[src/rtl/key_encoder_8to3.sv]
// key_encoder_8to3: debounced active-low 8-to-3 priority encoder with valid/ack handshake; define KEY_ENC_MULTI_EN to build the multi-press flag
module key_encoder_8to3 #(
  parameter int DEBOUNCE_CYCLES = 4
) (
  input  logic       clk,
  input  logic       rst_n,
  input  logic       en,
  input  logic [7:0] req_n,
  input  logic       ack,
  output logic [2:0] code,
  output logic       valid,
  output logic       multi
);
  typedef enum logic [1:0] {IDLE, DEBOUNCE, HOLD, RELEASE} state_t;
  localparam logic [7:0] LAST = 8'(DEBOUNCE_CYCLES - 1);
  state_t     state, state_nxt;
  logic [7:0] sync1, s_req_n, cnt, cnt_nxt;
  logic [2:0] cand, cand_nxt, pri, code_nxt;
  logic       valid_nxt, multi_nxt, multi_hit, active;
  assign active = s_req_n != 8'hFF;
`ifdef KEY_ENC_MULTI_EN
  assign multi_hit = $countones(~s_req_n) > 1;
`else
  assign multi_hit = 1'b0;
`endif
  // two-flop synchroniser for the asynchronous request lines
  always_ff @(posedge clk or negedge rst_n)
    if (!rst_n) begin
      sync1   <= 8'hFF;
      s_req_n <= 8'hFF;
    end else begin
      sync1   <= req_n;
      s_req_n <= sync1;
    end
  // index of the highest active-low line; later iterations win
  always_comb begin
    pri = 3'd0;
    for (int i = 0; i < 8; i++) if (!s_req_n[i]) pri = 3'(i);
  end
  // next-state and output-load logic
  always_comb begin
    state_nxt = state;
    cand_nxt  = cand;
    cnt_nxt   = cnt;
    code_nxt  = code;
    valid_nxt = valid;
    multi_nxt = multi;
    case (state)
      IDLE:
        if (en && active) begin
          state_nxt = DEBOUNCE;
          cand_nxt  = pri;
          cnt_nxt   = 8'd0;
        end
      DEBOUNCE:
        if (!en || !active || pri != cand) state_nxt = IDLE;
        else if (cnt == LAST) begin
          state_nxt = HOLD;
          code_nxt  = cand;
          valid_nxt = 1'b1;
          multi_nxt = multi_hit;
        end else cnt_nxt = cnt + 8'd1;
      HOLD:
        if (ack) begin
          state_nxt = RELEASE;
          valid_nxt = 1'b0;
        end
      RELEASE:
        if (!active) state_nxt = IDLE;
      default: state_nxt = IDLE;
    endcase
  end
  // state, candidate, counter and output registers
  always_ff @(posedge clk or negedge rst_n)
    if (!rst_n) begin
      state <= IDLE;
      cand  <= 3'd0;
      cnt   <= 8'd0;
      code  <= 3'd0;
      valid <= 1'b0;
      multi <= 1'b0;
    end else begin
      state <= state_nxt;
      cand  <= cand_nxt;
      cnt   <= cnt_nxt;
      code  <= code_nxt;
      valid <= valid_nxt;
      multi <= multi_nxt;
    end
endmodule

[config.mk]
export PLATFORM = sky130hd
export DESIGN_NAME = key_encoder_8to3
export DESIGN_NICKNAME = d
export VERILOG_FILES = /design/src/rtl/key_encoder_8to3.sv
export SDC_FILE = /design/constraint.sdc
export NUM_CORES = 1
export LEC_CHECK = 0
export CORE_MARGIN = 2
export CORE_UTILIZATION = 25
export DETAILED_ROUTE_END_ITERATION = 8
export PLACE_DENSITY = 0.48
export SETUP_SLACK_MARGIN = 0.02
export SKIP_LAST_GASP = 1
export SYNTH_ARGS = -nofsm -noshare
export SYNTH_HDL_FRONTEND = slang
export SYNTH_SLANG_ARGS = --single-unit
export TNS_END_PERCENT = 30
[constraint.sdc]
create_clock -name clk -period 2.03 [get_ports clk]
set_input_delay 0.406 -clock clk [delete_from_list [all_inputs] [get_ports clk]]
set_output_delay 0.406 -clock clk [all_outputs]
set_load 0.02 [all_outputs]
==> metrics.cfg <==
[timing]
final.hold.worst_slack_ns = 0.3565
fmax_mhz = 512.1
hold_viol_final = 0
finalCriticalPeriod_ns = 1.953
finalSetupTns_ns = 0
rsz0062_at_grt = yes
period_share = 0.9619
setup_viol = 0
skew_ns = 0.009206
maxSlewViolCount = 0

[layout]
final_cell_area_um2 = 1913
drive_above_1_share = 0.3312
nets = 169
multiInputGateArea_um2 = 586.8
diodes = 0
syn_to_final_growth_pct = 32.15
regArea_um2 = 845.8
fillers = 561

[clocking]
clkTransAtPathRegs_ns = 0.07
numCtsBuffers = 5
cts_tree = yes
cts_root_buf = clkbuf_8
clk-insertion-delay-late_ns = 0.29
cts.path.max_buffers = 2
numClockSinks = 33
htree_levels = 2

[route]
drt_iter0_markers = 27
num_vias = 1015
drc = 0
firstDrtPassIters = 3
postRouteAntennaNets = 0
drt_wl_total_um = 2715
wl_per_cell_um = 11.86
vias_per_cell = 4.432

[floorplanning]
fp.dieArea_um2 = 6415
start_util = 0.2613
rows = 27
coreArea_um2 = 5540
die_h_um = 80.10
fp.dieW_um = 80.10
ios = 17

[placed_design]
io_buffers = 15
gp_congestion = 0.8251
placed_area_um2 = 1767
place_hpwl_um = 1962

[pwr]
powerDensity_nw_per_um2 = 852.6
ir_worst_vdd_v = 0.0004661
p_leak_uw = 0.0008851

[setup_path]
arrival_ns = 2.12
worstPathCellList = and4_4 -> or4b_4 -> nand2_4 -> nand4_4 -> mux2_4
start_kind = flop
worstPathRequired_ns = 2.20
crit_slowest_cell = dfstp_2
cpPeakStageDelay_ns = 0.56
critical_path_class = flop to flop
end_kind = flop
crit_fanout = 5

[synthesis]
yosysTopAreaCell = dfrtp_1
synth-edff-count = 0
ys_warn_count = 0
synth.avg_cell_area_um2 = 11.87
ys_seq_area_frac = 0.5843
yosysMostFrequentCell = nand2_1
synth_cell_types = 36
async_flop_share = 1.000
synth_area_um2 = 1448
ys.flop_type = dfrtp_1
synth_common_cells = nand2_1 (24), dfrtp_1 (17), dfstp_2 (16)
ys_ff_latch = 33
synth_top_area_share = 0.2939
syn_nets = 135
netlist_instances = 122
synth_area_leaders = dfrtp_1 (29%), dfstp_2 (29%), nand2_1 (6.2%)

[global_routing]
grt_pass1_vias = 1038
track_usage = 0.09552
grt_max_degree = 34
antenna_found_initial = 0
overflow = 0
grt_pass1_wl_um = 4595

[outcome]
status = completed

[worst_hold_path]
hold_class = flop to flop

[job]
maxCapViolations = 0

final timing paths:
| check | startpoint | slack [ns] | to | depth (start not counted) |
|---|---|---|---|---|
| setup / recovery | s_req_n[7] | 0.08 | code[2] | 5 |
| hold / removal | sync1[3] | 0.36 | s_req_n[3] | 0 |
| setup reg to reg | s_req_n[7] | 0.08 | code[2] | 5 |
| hold reg to reg | sync1[3] | 0.36 | s_req_n[3] | 0 |
| max in group asynchronous | rst_n | 1.17 | s_req_n[5] | 2 |
| min in group asynchronous | rst_n | 0.52 | cnt[4] | 2 |
cells in the final DEF, fill, tap and decap left out, types with 2 or more instances in the layout:
cell type,count
nand2_1,24
dfrtp_1,17
dfstp_2,16
clkdlybuf4s50_1,15
buf_4,14
mux2i_1,8
o21ai_0,6
nand4_1,6
clkbuf_8,6
nand2b_1,5
inv_1,4
nor2_1,3
mux2_4,3
nor2b_1,2
and3_1,2
nand3_1,2
worst max-delay path, delay by kind of cell, from the launching register on:
family,cells,cell delay (ns)
flops,1,0.56
mux,1,0.32
simple gates,4,0.97
routing by layer:
metal	up-vias	share of wire	GRT usage
met3	7	0.039	0.03483
li1	493	-	-
met1	498	0.44	0.1051
met2	17	0.50	0.1625
met4	0	0.022	0.04576
met5	-	0	0
timing repair:
| item | 4_1_cts | 5_1_grt |
|---|---|---|
| hold buffers | 0 | 0 |
| setup buffers | 0 | 2 |
| hold endpoints to repair | 0 | 0 |
| resized for setup | 0 | 2 |
| endpoints found under the setup margin | 0 | 7 |
where the power goes:
part           switching (uW)  internal [uW]
logic                     113            101
registers                49.3            722
clock network             247            399
total                     409           1220
logic make-up (layout without fill, tap and decap cells):
| group | count (synthesis) | count (layout) | share of synthesized area |
|---|---|---|---|
| adders and majority gates | 1 | 1 | 0.008642 |
| AOI/OAI and AO/OA | 13 | 13 | 0.06223 |
| muxes | 11 | 11 | 0.08643 |
| other | 1 | 1 | 0.002590 |
| DFF | 33 | 33 | 0.5843 |
| buffers and inverters | 6 | 41 | 0.01815 |
| xor gates and xnor gates | 1 | 1 | 0.01124 |
| and+or+nand+nor | 56 | 56 | 0.2264 |
sequential cells by signal, indices dropped and copies added (netlist names), named ones only:
signal and flops:
cnt 8, s_req_n 8, sync1 8, cand 3
code 3, state 1, valid 1
area by class of cell:
| type | instances | area share |
|---|---|---|
| clock buffer | 6 | 0.04317 |
| clock inverter | 2 | 0.01962 |
| inverter | 4 | 0.007848 |
| multi-input combinational | 83 | 0.3067 |
| tap | 72 | 0.04709 |
| timing repair buffer | 29 | 0.1334 |
| sequential | 33 | 0.4421 |
metrics by stage:
stage / util / setup slack [ns] / total power (uW) / instances
2_1_floorplan: - / 0.09614 / 889.0 / 122
3_3_place_gp: 0.3189 / -0.1513 / 986.9 / 219
3_5_place_dp: 0.3189 / -0.1754 / 993.6 / 219
4_1_cts: 0.3406 / 0.05422 / 1651 / 227
5_1_grt: 0.3453 / -0.02845 / 1724 / 229
6_report: 0.3453 / 0.07728 / 1631 / 229
Power figures use the tool's default switching activity.
